[src/rtl/acondicionador_botones.sv]
// Push-button conditioning: per-button synchronizer and debounce, up/down press
// pulses with auto-repeat, and a three-way edit mode driving TC/LP.
module acondicionador_botones #(
    parameter int DB_COUNT     = 1_000_000,
    parameter int REPEAT_DELAY = 50_000_000,
    parameter int REPEAT_RATE  = 10_000_000,
    parameter int CNT_W        = 26
) (
    input  logic       Clk,
    input  logic       reset,
    input  logic       btn_up,
    input  logic       btn_down,
    input  logic       btn_mode,
    output logic       UP,
    output logic       down,
    output logic       TC,
    output logic       LP,
    output logic [1:0] modo
);

    localparam logic [CNT_W-1:0] DB_MAX   = CNT_W'(DB_COUNT - 1);
    localparam logic [CNT_W-1:0] RD_MAX   = CNT_W'(REPEAT_DELAY);
    localparam logic [CNT_W-1:0] RATE_MAX = CNT_W'(REPEAT_RATE - 1);
    localparam logic [CNT_W-1:0] ONE      = CNT_W'(1);

    localparam logic [1:0] MODE_BG   = 2'd0;
    localparam logic [1:0] MODE_LET  = 2'd1;
    localparam logic [1:0] MODE_TONE = 2'd2;

    logic [2:0] raw;
    logic [2:0] est;
    logic [2:0] est_prev_q;
    logic [2:0] rise;
    logic [1:0] rep_fire;
    logic       both;

    assign raw  = {btn_mode, btn_down, btn_up};
    assign rise = est & ~est_prev_q;
    assign both = est[0] & est[1];

    // Bit order everywhere: 0 = up, 1 = down, 2 = mode.
    genvar gi;
    generate
        for (gi = 0; gi < 3; gi++) begin : g_db
            logic             s1_q, s2_q;
            logic             est_q, est_d;
            logic [CNT_W-1:0] cnt_q, cnt_d;

            always_comb begin
                est_d = est_q;
                cnt_d = '0;
                if (s2_q != est_q) begin
                    if (cnt_q == DB_MAX) begin
                        est_d = ~est_q;
                    end else begin
                        cnt_d = cnt_q + ONE;
                    end
                end
            end

            always_ff @(posedge Clk) begin
                if (reset) begin
                    s1_q  <= 1'b0;
                    s2_q  <= 1'b0;
                    est_q <= 1'b0;
                    cnt_q <= '0;
                end else begin
                    s1_q  <= raw[gi];
                    s2_q  <= s1_q;
                    est_q <= est_d;
                    cnt_q <= cnt_d;
                end
            end

            assign est[gi] = est_q;
        end

        // Hold counter saturates at the delay; a second counter paces the repeats.
        for (gi = 0; gi < 2; gi++) begin : g_rep
            logic [CNT_W-1:0] hold_q, hold_d;
            logic [CNT_W-1:0] rate_q, rate_d;

            always_comb begin
                hold_d = hold_q;
                rate_d = '0;
                if (!est[gi] || both) begin
                    hold_d = '0;
                end else if (hold_q != RD_MAX) begin
                    hold_d = hold_q + ONE;
                end else if (rate_q != RATE_MAX) begin
                    rate_d = rate_q + ONE;
                end
            end

            always_ff @(posedge Clk) begin
                if (reset) begin
                    hold_q <= '0;
                    rate_q <= '0;
                end else begin
                    hold_q <= hold_d;
                    rate_q <= rate_d;
                end
            end

            assign rep_fire[gi] = est[gi] && !both && (hold_q == RD_MAX) && (rate_q == '0);
        end
    endgenerate

    logic       up_q, up_d;
    logic       down_q, down_d;
    logic       tc_q, tc_d;
    logic       lp_q, lp_d;
    logic [1:0] modo_q, modo_d;

    always_comb begin
        modo_d = modo_q;
        if (rise[2]) begin
            modo_d = (modo_q == MODE_TONE) ? MODE_BG : modo_q + 2'd1;
        end
        // A pulse that coincides with a mode change is dropped, not deferred.
        up_d   = (rise[0] | rep_fire[0]) & ~both & ~rise[2];
        down_d = (rise[1] | rep_fire[1]) & ~both & ~rise[2];
        tc_d   = (modo_d == MODE_TONE);
        lp_d   = (modo_d == MODE_LET);
    end

    always_ff @(posedge Clk) begin
        if (reset) begin
            est_prev_q <= '0;
            up_q       <= 1'b0;
            down_q     <= 1'b0;
            tc_q       <= 1'b0;
            lp_q       <= 1'b0;
            modo_q     <= MODE_BG;
        end else begin
            est_prev_q <= est;
            up_q       <= up_d;
            down_q     <= down_d;
            tc_q       <= tc_d;
            lp_q       <= lp_d;
            modo_q     <= modo_d;
        end
    end

    assign UP   = up_q;
    assign down = down_q;
    assign TC   = tc_q;
    assign LP   = lp_q;
    assign modo = modo_q;

endmodule

[config.mk]
export PLATFORM = sky130hd
export DESIGN_NAME = acondicionador_botones
export DESIGN_NICKNAME = d
export VERILOG_FILES = /design/src/rtl/acondicionador_botones.sv
export SDC_FILE = /design/constraint.sdc
export NUM_CORES = 1
export LEC_CHECK = 0
export BUFFER_PORTS_ARGS = -buffer_cell sky130_fd_sc_hd__buf_2
export CAP_MARGIN = 20
export CORE_MARGIN = 2
export CORE_UTILIZATION = 40
export CTS_CLUSTER_SIZE = 10
export DETAILED_ROUTE_END_ITERATION = 10
export PLACE_DENSITY = 0.65
export SLEW_MARGIN = 20
export SYNTH_ARGS = -nofsm -noshare
export SYNTH_HDL_FRONTEND = slang
export SYNTH_SLANG_ARGS = --single-unit
[constraint.sdc]
create_clock -name Clk -period 6.2 [get_ports Clk]
set_input_delay 1.24 -clock Clk [delete_from_list [all_inputs] [get_ports Clk]]
set_output_delay 1.24 -clock Clk [all_outputs]
set_load 0.005 [all_outputs]
; After elaboration in Yosys (flattened, before gate mapping)
; Cells that the tools add are included.
[totals]
reg_bits = 200
latch_bits = 0
ram_bits = 0
mem_bits_ro = 0
input_bits = 5
mem_count = 0
[classes]
addsub = 8
mul = 0
n_div = 0
magnitude_cmp = 0
eq_ne = 15
n_shift = 0
muxes = 2
n_bitwise = 19
n_reduce_logical = 23
[ops]
columns = operator, count
row1 = "adder 26 x 1 -> 26 bit, second input constant", 7
row2 = "equality test 26 x 20 -> 1 bit, second input constant", 3
row3 = "equality test 26 bit, second input constant", 2
row4 = zero test 26 bit, 2
row5 = "!= test 26 x 24 -> 1 bit, second input constant", 2
row6 = "!= test 26 bit, second input constant", 2
row7 = inverter 1 bit, 10
row8 = OR reduction 3 bit, 3
row9 = OR reduction 4 bit, 2
row10 = logical AND 1 bit, 6
row11 = AND reduction 2 bit, 3
row12 = bitwise AND 1 bit, 5
row13 = "equality test 2 bit, second input constant", 2
row14 = 2-to-1 mux 2 bit, 2
row15 = OR reduction 2 bit, 2
row16 = bitwise AND 3 bit, 1
row17 = zero test 1 bit, 3
row18 = != test 1 bit, 3
row19 = inverter 3 bit, 1
row20 = "adder 2 x 1 -> 2 bit, second input constant", 1
row21 = "equality test 2 x 1 -> 1 bit, second input constant", 1
row22 = logical OR 1 bit, 2
row23 = bitwise OR 1 bit, 2

; Depth between registers and ports, before layout
[logic_depth]
depth_word = 8
depth_mapped = 10

; Worst setup path before layout
; OpenSTA, ideal clock, no wires.
[synth_path]
path_kind = input to register
from = input port reset
to = register g_rep[1].hold_q[0]
setup_time_ps = 128
t_arrival_ps = 2186
t_required_ps = 6072
path_slack_ps = 3886
cell_stages = 6
path_buffers = 3
cell_sequence = clkbuf_1 nor2b_1 nand2b_1 clkbuf_1 clkbuf_1 nor2_1
[synth_between]
elab_chain_cells = 1
[synth_lines]
columns = item, line
row1 = start: declaration, 10  ; input logic reset,
row2 = OR reduction 2 bit (no line), -
row3 = end signal: assignment, 100  ; hold_q <= hold_d;
row4 = end: declaration, 80  ; logic [CNT_W-1:0] hold_q, hold_d;
; No other way between the ends.
; A chain may end at the register's enable or synchronous reset.

; Worst setup path after layout
[layout_path]
from = input port reset
to = register g_rep[0].rate_q[17]
[layout_between]
elab_chain_cells = 1
[layout_lines]
columns = item, line
row1 = OR reduction 4 bit (no line), -
row2 = end signal: assignment, 101  ; rate_q <= rate_d;
row3 = end: declaration, 81  ; logic [CNT_W-1:0] rate_q, rate_d;
; No other way between the ends.

==> impl_results.md <==
* Core Region at approximately 22000 um2
* Total power at between 2 and 2.5 mW
* Place WS at 2.77 ns
* Clock-pin slew on the worst setup and hold paths at about 0.070 ns
* Largest area contributor in the netlist: dfxtp_1
* Leak pwr at ~2.9 nW
* Drt pass-1 iters at 4
* Inst Count DP at 1300
* Net count after synthesis at 1061
* Register-to-Register Path Depth at 4
* Io pins at 11
* Die Span Y at 153 um
* Total number of vias at about 6700
* Final setup fails at 0
* FFs w/ async S/R, synth at 0
* CP Launch Type: input pin
* Die width at 153 um
* Max layer used: met5
* WS Path Type: in -> reg
* Crit Path Max Fanout at 27
* Routed wl met2 at 7.11 mm
* Final Hold Slack at 0.434 ns
* Yosys warnings at 0
* Yosys reg bits at 200
* Critical Path RT at roughly 6.6 ns
* Final Cycle Share at 0.473
* Area share of the largest cell type after synthesis at 0.448
* CTS tree: built
* Initial Util at 0.408
* # nets final at between 1000 and 1500
* DRC at 0
* Status: complete, no violations
* Final Hold Vio Count at 0
* Post-Synthesis Cells at between 1000 and 1500
* Hold WC Path Type: reg -> reg
* Antenna violations before repair at 1
* H-tree Lvls at 4
* Hold Path End: g_db[2].s2_q$_SDFF_PP0_
* CTS-repair resized insts at 0
* Hold path cells at 1
* Sequential element share of the synthesized area at 0.448
* DR WL met3 at 415 um
* Syn_area_per_cell at 8.55 um2
* Hpwl dp at between 10 and 15 mm
* Final slew viol count at 0
* WL met1 at around 8.6 mm
* Top cells by area, synth: dfxtp_1 45%, xor2_1 10%, nor2_1 9.1%
* Slew HR at 0.315
* Ys flop type: dfxtp_1
* Area grow syn2layout at 9.50%
* IO buf count at 10
* Worst Setup End Kind: register
* Design area at 9780 um2
* Min-delay src: g_db[2].s1_q$_SDFF_PP0_
* Post-CTS setup buffers at 0
* VDD IR max at between 0.15 and 0.2 mV
* Setup slack after layout at 3.27 ns
* Minimum clock period at 2.93 ns
* Post-CTS Hold Buffers at 0
* P per Cell Area at 248 nW/um2
* Achievable clock frequency at 0.341 GHz
* GR Overflow Total at 0
* Root Buffer: clkbuf_16
* Worst r2r src: g_db[2].cnt_q[8]$_SDFF_PP0_
* Post-synth EDFFs at 0
* Num CTS Buffers at 17
* Unrepaired setup endpoints after global routing: no
* Clock skew at slightly below 0.01 ns
* Wirelength per Cell at 12.2 um
* Synthesized area at 8930 um2
* Overall routing resource usage at 0.140
* Worst slew pin tran at between 1 and 1.5 ns
* Vias/cell at ~5.0
* Critical Path AT at roughly 3.3 ns
* Clock latency at the later pin of the worst-skew pair at between 0.4 and 0.5 ns
* Final Wtd Congestion at around 0.79
* Clock Sink Count at 200
* Max cap viols at 0
* Core Rows at 54
* Initial DRC Count at approximately 370
* Placed cell areas at 9170 um2
* Post-Route WL at approximately 16 mm
* DRT antenna net count at 0
* Total die area at 23500 um2
* Reg2reg end: g_db[2].cnt_q[18]$_SDFF_PP0_
* Post-layout util at 0.447
* Final Non-Filler Cells at 1332
* Share of cells above drive strength 1 at 0.0589
* First-pass GRT wire length at about 28 mm
* Vias in the first global route at between 6000 and 7000
* N_diodes at 0
* Fin Setup TNS at 0 ns
* Reg2Reg Setup Slack at 3.59 ns
* Commonest non-fill, non-tap cell in the layout: nor2_1
* Pin count of the biggest net entering global routing at 28
* Post-synth cell types at 43
* CTS Buffer Depth at 2
* Most frequent cells in the layout: 217 x nor2_1, 200 x dfxtp_1, 106 x xor2_1
-- logic make-up after synthesis --
logic type               synth area share
XOR/XNOR                            0.163
AO/OA/AOI/OAI                      0.0129
multiplexers                      0.00560
AND/OR/NAND/NOR                     0.326
buffers and inverters              0.0293
flip-flops                          0.448
adder cells (fa/ha/maj)            0.0154
-- power breakdown --
group          switching, mW  internal [mW]
logic                0.00741        0.00311
clock network          0.479          0.645
registers            0.00128           1.29
total                  0.487           1.93
-- worst max-delay path, stage by stage --
cell      delay, ns
buf_2          0.21
nor2b_1        0.19
nand2b_1       0.54
nand3b_2       0.81
a21oi_1        0.28
-- synthesized netlist by cell type, types with 2 or more instances --
cell type and instances:
nor2b_1 15, nor2_1 217, and4_1 10, and2_1 5, nand3_1 77, nor4_1 29
mux2i_1 5, nand2b_1 4, nor4b_1 9, nor4b_2 2, and4_2 2, dfxtp_1 200
nor3_1 29, a21oi_1 12, ha_1 11, inv_1 27, buf_4 3, nor4_2 4
and3_1 15, buf_2 12, nand2_1 74, xnor2_1 60, o21ai_0 6, clkbuf_1 17
xor2_1 106, or3_1 8, or2_2 6, nand4_1 61, clkbuf_2 2, or4_1 4
-- how the worst max path moves through the flow --
stage / startpoint / end / slack [ns] / depth (start not counted)
2_1_floorplan: reset / g_rep[1].hold_q[0]$_SDFFE_PP0P_ / 3.89 / 6
3_3_place_gp: reset / g_rep[0].rate_q[17]$_SDFF_PP0_ / 2.86 / 5
3_5_place_dp: reset / g_rep[0].rate_q[17]$_SDFF_PP0_ / 2.77 / 5
4_1_cts: reset / g_rep[0].rate_q[17]$_SDFF_PP0_ / 3.18 / 5
5_1_grt: reset / g_rep[0].rate_q[17]$_SDFF_PP0_ / 3.05 / 5
6_report: reset / g_rep[0].rate_q[17]$_SDFF_PP0_ / 3.27 / 5
-- area by class of cell --
| type | count | area (um2) |
|---|---|---|
| clock buffer | 20 | 447 |
| timing repair buffer | 10 | 50.0 |
| fill | 2161 | 12100 |
| multi-input combinational | 783 | 4680 |
| clock inverter | 12 | 149 |
| tap | 280 | 350 |
| inverter | 27 | 101 |
| sequential | 200 | 4000 |
-- sequential cells by signal, indices dropped and copies added, names as in the netlist --
register,flops
modo,2
est_prev_q,3
UP,1
g_rep.hold_q,52
LP,1
g_db.s2_q,3
g_db.est_q,3
g_db.cnt_q,78
down,1
TC,1
g_db.s1_q,3
g_rep.rate_q,52
-- metal layers --
metal	track usage	up-vias
li1	-	3524
met1	0.195	3077
met2	0.216	53
met3	0.0354	13
met4	0.0363	2
met5	0	-
Note: power is estimated with default switching activity, not from simulation.
